**config.mk**
```make
export PLATFORM = sky130hd
export DESIGN_NAME = t03_bit_entry_ctrl
export DESIGN_NICKNAME = d
export VERILOG_FILES = /design/src/rtl/t03_bit_entry_pkg.sv /design/src/rtl/t03_btn_debounce.sv /design/src/rtl/t03_bit_entry_ctrl.sv
export SDC_FILE = /design/constraint.sdc
export NUM_CORES = 1
export LEC_CHECK = 0
export CAP_MARGIN = 40
export CORE_MARGIN = 2
export CORE_UTILIZATION = 60
export DETAILED_ROUTE_END_ITERATION = 10
export GPL_ROUTABILITY_DRIVEN = 0
export PLACE_DENSITY = 0.79
export SETUP_SLACK_MARGIN = 0.15
export SKIP_CTS_REPAIR_TIMING = 1
export SLEW_MARGIN = 15
export SYNTH_ARGS = -nofsm -noshare
export SYNTH_HDL_FRONTEND = slang
export SYNTH_SLANG_ARGS = --single-unit
```
**constraint.sdc**
```tcl
create_clock -name clk -period 4.8 [get_ports clk]
set_input_delay 0.48 -clock clk [delete_from_list [all_inputs] [get_ports clk]]
set_output_delay 0.48 -clock clk [all_outputs]
set_load 0.05 [all_outputs]
```
**src/rtl/t03_bit_entry_pkg.sv**
```systemverilog
// Shared types and default sizing for the pushbutton bit-entry front end.
// The defaults are reused by the downstream shift/latch register instantiation.
package t03_bit_entry_pkg;

   typedef enum logic [1:0] {
      IDLE    = 2'd0,
      COLLECT = 2'd1,
      DONE    = 2'd2
   } t03_state_t;

   localparam int T03_DEBOUNCE_CYCLES = 100000;
   localparam int T03_WORD_BITS       = 8;

endpackage

```
**src/rtl/t03_btn_debounce.sv**
```systemverilog
// One pushbutton: 2-flop synchroniser, stability counter and rising-edge detect.
// rise_pulse is decoded from registers only, so nothing combinational reaches it from raw.
module t03_btn_debounce #(
   parameter  int DEBOUNCE_CYCLES = 100000,
   localparam int CNT_W           = $clog2(DEBOUNCE_CYCLES)
) (
   input  logic clk,
   input  logic nrst,
   input  logic raw,
   output logic stable,
   output logic rise_pulse
);

   logic             sync_q1;
   logic             sync_q2;
   logic             stable_d;
   logic [CNT_W-1:0] cnt;

   always_ff @(posedge clk or negedge nrst) begin
      if (!nrst) begin
         sync_q1  <= 1'b0;
         sync_q2  <= 1'b0;
         stable   <= 1'b0;
         stable_d <= 1'b0;
         cnt      <= '0;
      end else begin
         sync_q1  <= raw;
         sync_q2  <= sync_q1;
         stable_d <= stable;
         // any cycle that agrees with the accepted level restarts the qualification
         if (sync_q2 != stable) begin
            if (cnt == CNT_W'(DEBOUNCE_CYCLES - 1)) begin
               stable <= sync_q2;
               cnt    <= '0;
            end else begin
               cnt <= cnt + 1'b1;
            end
         end else begin
            cnt <= '0;
         end
      end
   end

   assign rise_pulse = stable & ~stable_d;

endmodule

```
**src/rtl/t03_bit_entry_ctrl.sv**
```systemverilog
// Turns debounced "0"/"1"/"clear" presses into serial shift strobes and a word latch strobe.
// state   | meaning
// IDLE    | no bits entered yet (bit_count = 0)
// COLLECT | word partially entered, waiting for the next bit or clear
// DONE    | last bit shifted; one cycle emitting finished, inputs ignored
module t03_bit_entry_ctrl
   import t03_bit_entry_pkg::*;
#(
   parameter  int DEBOUNCE_CYCLES = T03_DEBOUNCE_CYCLES,
   parameter  int WORD_BITS       = T03_WORD_BITS,
   localparam int CNT_W           = $clog2(WORD_BITS + 1)
) (
   input  logic             clk,
   input  logic             nrst,
   input  logic             btn_zero,
   input  logic             btn_one,
   input  logic             btn_clear,
   output logic             data,
   output logic             button_en,
   output logic             finished,
   output logic [CNT_W-1:0] bit_count,
   output logic             busy
);

   if (WORD_BITS < 2) begin : g_bad_word_bits
      $error("t03_bit_entry_ctrl: WORD_BITS must be at least 2");
   end
   if (DEBOUNCE_CYCLES < 2) begin : g_bad_debounce
      $error("t03_bit_entry_ctrl: DEBOUNCE_CYCLES must be at least 2");
   end

   t03_state_t state;
   logic       zero_evt;
   logic       one_evt;
   logic       clear_evt;
   logic       zero_level;
   logic       one_level;
   logic       clear_level;
   logic       bit_evt;

   t03_btn_debounce #(.DEBOUNCE_CYCLES(DEBOUNCE_CYCLES)) u_db_zero (
      .clk        (clk),
      .nrst       (nrst),
      .raw        (btn_zero),
      .stable     (zero_level),
      .rise_pulse (zero_evt)
   );

   t03_btn_debounce #(.DEBOUNCE_CYCLES(DEBOUNCE_CYCLES)) u_db_one (
      .clk        (clk),
      .nrst       (nrst),
      .raw        (btn_one),
      .stable     (one_level),
      .rise_pulse (one_evt)
   );

   t03_btn_debounce #(.DEBOUNCE_CYCLES(DEBOUNCE_CYCLES)) u_db_clear (
      .clk        (clk),
      .nrst       (nrst),
      .raw        (btn_clear),
      .stable     (clear_level),
      .rise_pulse (clear_evt)
   );

   // simultaneous 0 and 1 presses are ambiguous and dropped together
   assign bit_evt = zero_evt ^ one_evt;

   always_ff @(posedge clk or negedge nrst) begin
      if (!nrst) begin
         state     <= IDLE;
         data      <= 1'b0;
         button_en <= 1'b0;
         finished  <= 1'b0;
         bit_count <= '0;
         busy      <= 1'b0;
      end else begin
         data      <= 1'b0;
         button_en <= 1'b0;
         finished  <= 1'b0;
         case (state)
            IDLE, COLLECT: begin
               if (clear_evt) begin
                  bit_count <= '0;
                  busy      <= 1'b0;
                  state     <= IDLE;
               end else if (bit_evt) begin
                  button_en <= 1'b1;
                  data      <= one_evt;
                  bit_count <= bit_count + 1'b1;
                  if (bit_count == CNT_W'(WORD_BITS - 1)) begin
                     busy  <= 1'b0;
                     state <= DONE;
                  end else begin
                     busy  <= 1'b1;
                     state <= COLLECT;
                  end
               end
            end
            DONE: begin
               finished  <= 1'b1;
               bit_count <= '0;
               busy      <= 1'b0;
               state     <= IDLE;
            end
            default: begin
               bit_count <= '0;
               busy      <= 1'b0;
               state     <= IDLE;
            end
         endcase
      end
   end

   logic unused_levels;
   assign unused_levels = zero_level ^ one_level ^ clear_level;

endmodule
```
**Word-level counts from Yosys, hierarchy flattened**

Index checks and enable logic that the tools add are counted.

- Flip-flop bits (word level): 73
- Output and inout port bits: 8
- Word-level logic and storage cells: 71

- Reduce and logical (&&, ||, !) cells: 5
- Bitwise operators: 7
- $add $sub $neg: 4
- Multiplexer cells: 24
- Equal/unequal tests: 10

Operators with widths:

| operator | count |
|---|---|
| 2-to-1 mux 17 bit | 6 |
| adder 17 x 1 -> 17 bit (second input constant) | 3 |
| equality test 17 bit (second input constant) | 3 |
| 2-to-1 mux 4 bit | 3 |
| 2-to-1 mux 1 bit | 11 |
| 2-to-1 mux 2 bit | 4 |
| AND reduction 2 bit | 3 |
| adder 4 x 1 -> 4 bit (second input constant) | 1 |
| equality test 4 x 3 -> 1 bit (second input constant) | 1 |
| AND 1 bit | 3 |
| != test 1 bit | 3 |
| != test 3 bit (second input constant) | 1 |
| NOT 1 bit | 3 |
| equality test 2 x 1 -> 1 bit (second input constant) | 1 |
| equality test 2 bit (second input constant) | 1 |
| zero test 2 bit | 1 |
| OR reduction 2 bit | 1 |
| bitwise XOR 1 bit | 1 |

**Logic depth before layout (Yosys ltp)**

- Depth after elaboration: 6
- Mapped depth: 7

**Cells and area by module**

A second synthesis with hierarchy kept.

- Cell total of the unflattened synthesis: 312
- Area total of the unflattened synthesis: 3369.5 µm²

Modules (own cells, without submodules):

| module | sequential area each (µm²) | area an instance (µm²) | instances | cells an instance |
|---|---|---|---|---|
| t03_btn_debounce at u_db_one ... | 525.5 | 972.2 | 2 | 93 |
| t03_btn_debounce at u_db_clear | 525.5 | 1016.0 | 1 | 93 |
| t03_bit_entry_ctrl | 225.2 | 409.1 | 1 | 33 |

**Worst setup path after synthesis**

Ideal clock, no wire load.

- Kind: flip-flop to flip-flop
- Start point: register u_db_clear.cnt[13]
- End point: register u_db_clear.stable
- Cell stages (with the launch flop): 5
- Arrival time: 1.602 ns
- Slack: 3.073 ns
- Path buffers: 0
- Data required time: 4.675 ns
- Cell sequence: dfrtp_1 > or4b_4 > nor4_4 > nand3_2 > mux2_4

- Cells in the longest elaborated chain, start to end: 2

Ends and longest elaborated chain:

| element | RTL line | source |
|---|---|---|
| start, declared | t03_btn_debounce.sv:17 | `logic [CNT_W-1:0] cnt;` |
| start signal, assigned | t03_btn_debounce.sv:36 | `cnt <= cnt + 1'b1;` |
| equality test 17 bit | t03_btn_debounce.sv:32 | `if (cnt == CNT_W'(DEBOUNCE_CYCLES - 1)) begin` |
| AND reduction 2 bit (no source line) | n/a |  |
| end signal, assigned | t03_btn_debounce.sv:33 | `stable <= sync_q2;` |
| end, declared | t03_btn_debounce.sv:10 | `output logic stable,` |

Every way passes these cells.
A chain may end at the register's enable or synchronous reset.

**Worst setup path in the final report**

- Start point: register bit_count[2]
- End point: output port bit_count[2]

RTL lines:

| element | RTL line | source |
|---|---|---|
| start, declared | t03_bit_entry_ctrl.sv:21 | `output logic [CNT_W-1:0] bit_count,` |
| start signal, assigned | t03_bit_entry_ctrl.sv:89 | `bit_count <= bit_count + 1'b1;` |

No word-level cell between the ends.

==> reports/metrics.yaml <==
yosys-mux-area-fraction_pct: 1.73
hold_slack_ns: 0.0980
totalNegativeSetupSlack_ns: 0
detail_route.wirelength_mm: 5.67
grt_pass1_wl_mm: 10.1
syn-cell-area_sq_mm: 0.00333
fmax_ghz: 0.481
setup_viol: 0
clock_insertion_delay_worst_skew_ns: 0.35
cts-root-to-sink-buffers: 2
dieWidth_um: 78.5
synth-compound-area-share_pct: 2.63
slew_viol_final: 0
synth_enable_flop_cells: 0
share_comb_of_total_power_pct: 3.5
power_per_cell_area_mw_per_mm2: 311
floorplan.io_pins: 13
die_area_sq_mm: 0.00616
die_height_um: 78.5
critical_path_class: "flip-flop to primary output"
drt-initial-drc-count: 185
global_route.overflow_total: 0
synth_adder_area_share_pct: 1.88
syn_to_final_growth_pct: 12.2
cp.required_ns: 4.32
clock-skew-final_ns: 0.00539
drcViolationCount: 0
total_switching_power_w: 0.000273
post_synth_and_or_nand_nor_area_fraction_pct: 24.6
synth_async_sr_flop_share_pct: 100
first_pass_iters: 4
grt_antenna_before_repair: 0
vdd_ir_drop_max_mv: 0.218
start_kind: "flip-flop"
swShare_pct: 23.5
worstSetupStartpoint: "bit_count[2]$_DFFE_PN0P_"
num_antenna_cells: 0
synth_nets: 327
xor_and_xnor_fraction_of_the_mapped_netlist_area_pct: 12.4
layout.filler_cells: 401
pin_count_of_the_biggest_net_entering_global_routing: 53
leakage_nw: 1.56
drive_gt1_share_pct: 7.96
grt.total_usage_pct: 21.4
min_path_type: "input port to async pin"
synthCells: 317
critPathCaptureType: "primary output"
status: "complete, no violations"
dr_total_vias: 2306
clockRootBuffer: "clkbuf_8"
numPortBuffers: 12
reg2reg_from: "u_db_one.cnt[12]$_DFF_PN0_"
synth_top_family_by_area: "simple AND/OR/NAND/NOR gates"
pwr-share-clk_pct: 42.9
cts_max_level: 3
finalCritPeriodShare_pct: 43.3
cp_num_buf_inv: 1
placement_rows: 27
timing.critical_path.slowest_cell_delay_ns: 0.83
final_net_count: 344
power_share_of_the_sequential_group_pct: 53.6
cp_max_fo: 4
timing_hold_violations_final: 0
wl_per_cell_um: 13.8
synth_area_per_cell_sq_um: 10.5
max_slew_margin_pct: 62.7
area_inside_the_core_boundary_sq_mm: 0.00544
finalWorstPathRequiredPeriod_ns: 2.08
number_of_global_route_vias_before_repair: 2268
worst-endpoint-arrival_ns: 1.60
clock_sink_count: 72
max-cap-violations: 0
antenna_violating_nets_post_route: 0
synth-warning-count: 0
place.detailed.hpwl_mm: 3.75
initial_core_utilization_pct: 61.2
cts_made_buffers: 9
worst_path_max_delay_cell: "clkdlybuf4s50_1"
path_cells: "clkdlybuf4s50_1"
max_slew.worst_pin.slew_ns: 0.559
postSynthRegisterBits: 72
cts_tree: "yes"
internal_power_w: 0.000890
cts.reportedPaths.clkPinSlew_ns: 0.08
route.detailed.vias_per_inst: 5.61
ys_seq_area_share_pct: 54.1
critical-path-top-delay-family: "buffers and inverters"
synth_top_flop_cell: "dfrtp_1"
setup_repair_after_global_routing_missed_its_margin: "false"
synthDistinctLibCells: 41
-- flip-flops by register name (all words and copies together), names as in the netlist, 4 cells and up --
| register | count |
|---|---|
| u_db_zero.cnt | 17 |
| bit_count | 4 |
| u_db_clear.cnt | 17 |
| u_db_one.cnt | 17 |
-- cells in the mapped netlist, drive strengths merged (2+ instances only) --
cell	n	area, sq um
nand3	15	80.1
nor2b	3	18.8
xnor2	34	298
a21oi	4	20.0
and2	2	12.5
buf	4	28.8
o21ai	3	15.0
or3	4	25.0
nor4	17	121
a41o	2	20.0
nor2	60	225
or4	2	15.0
nand4	18	119
ha	5	62.6
clkbuf	4	15.0
inv	12	45.0
dfrtp	72	1800
nand2	13	48.8
nor3	9	45.0
xor2	13	114
and3	2	12.5
mux2	3	37.5
and4	3	26.3
mux2i	2	20.0
-- stage by stage --
stage	worst slack, ns	cells	power (W)	utilization (%)	instance area [sq um]
finish	2.72	411	0.00116	68.7	3740
detailed placement	2.94	395	0.000676	64.8	3530
floorplan	3.07	317	0.000654	-	3330
global placement	2.99	394	0.000672	64.3	3500
global route	2.66	411	0.00121	68.7	3740
CTS	2.70	411	0.00118	68.7	3740
-- power by group through the flow --
| stage | combinational, W | sequential (W) | clock, W |
|---|---|---|---|
| CTS | 0.0000419 | 0.000623 | 0.000514 |
| finish | 0.0000405 | 0.000623 | 0.000499 |
| global route | 0.0000475 | 0.000624 | 0.000543 |
| global placement | 0.0000380 | 0.000634 | 0 |
| detailed placement | 0.0000415 | 0.000635 | 0 |
| floorplan | 0.0000209 | 0.000633 | 0 |
-- kinds of logic after synthesis --
logic type,after synthesis
simple gates,156
flops,72
xor+xnor,47
buf+inv,20
compound gates,12
mux,5
fa+ha+maj,5
-- routing by layer --
layer / vias to the layer above / global-route usage (%) / share of wire [%]
met3: 7 / 4.14 / 2.9
met5: - / 0 / 0
met4: 0 / 11.2 / 1.4
li1: 1130 / - / -
met1: 1129 / 27.8 / 47
met2: 40 / 34.3 / 49
-- path summary, 6_finish.rpt --
path / end / slack (ns) / depth (start not counted)
worst max register to register: u_db_one.cnt[2]$_DFF_PN0_ / 2.88 / 4
min in group clk: u_db_zero.sync_q2$_DFF_PN0_ / 0.35 / 0
worst min-delay path: u_db_one.cnt[8]$_DFF_PN0_ / 0.1 / 2
max in group asynchronous: u_db_clear.sync_q2$_DFF_PN0_ / 4.18 / 3
worst min register to register: u_db_zero.sync_q2$_DFF_PN0_ / 0.35 / 0
worst max-delay path: bit_count[2] / 2.72 / 1
-- layout by cell type, fill, tap and decap left out, types with 4 or more instances in the layout --
| cell | netlist | final |
|---|---|---|
| inv_6 | 0 | 4 |
| nor2_1 | 60 | 60 |
| clkdlybuf4s50_1 | 0 | 11 |
| xnor2_1 | 34 | 34 |
| nor4_1 | 16 | 16 |
| nand2_1 | 13 | 13 |
| xor2_1 | 13 | 13 |
| a21oi_1 | 4 | 4 |
| nand4_1 | 17 | 17 |
| nor3_1 | 9 | 9 |
| inv_1 | 12 | 12 |
| ha_1 | 5 | 5 |
| or3_1 | 4 | 4 |
| clkbuf_8 | 0 | 10 |
| dfrtp_1 | 72 | 72 |
| nand3_1 | 14 | 14 |
-- layout make-up --
| class | count | area [sq um] | share of cell area [%] |
|---|---|---|---|
| Sequential cell | 72 | 1800 | 48.2 |
| Tap cell | 72 | 90.1 | 2.41 |
| Multi-Input combinational cell | 225 | 1440 | 38.5 |
| Clock buffer | 10 | 138 | 3.68 |
| Timing Repair Buffer | 14 | 150 | 4.02 |
| Inverter | 12 | 45.0 | 1.21 |
| Clock inverter | 6 | 72.6 | 1.94 |
Note: power is estimated with default switching activity, not from simulation.
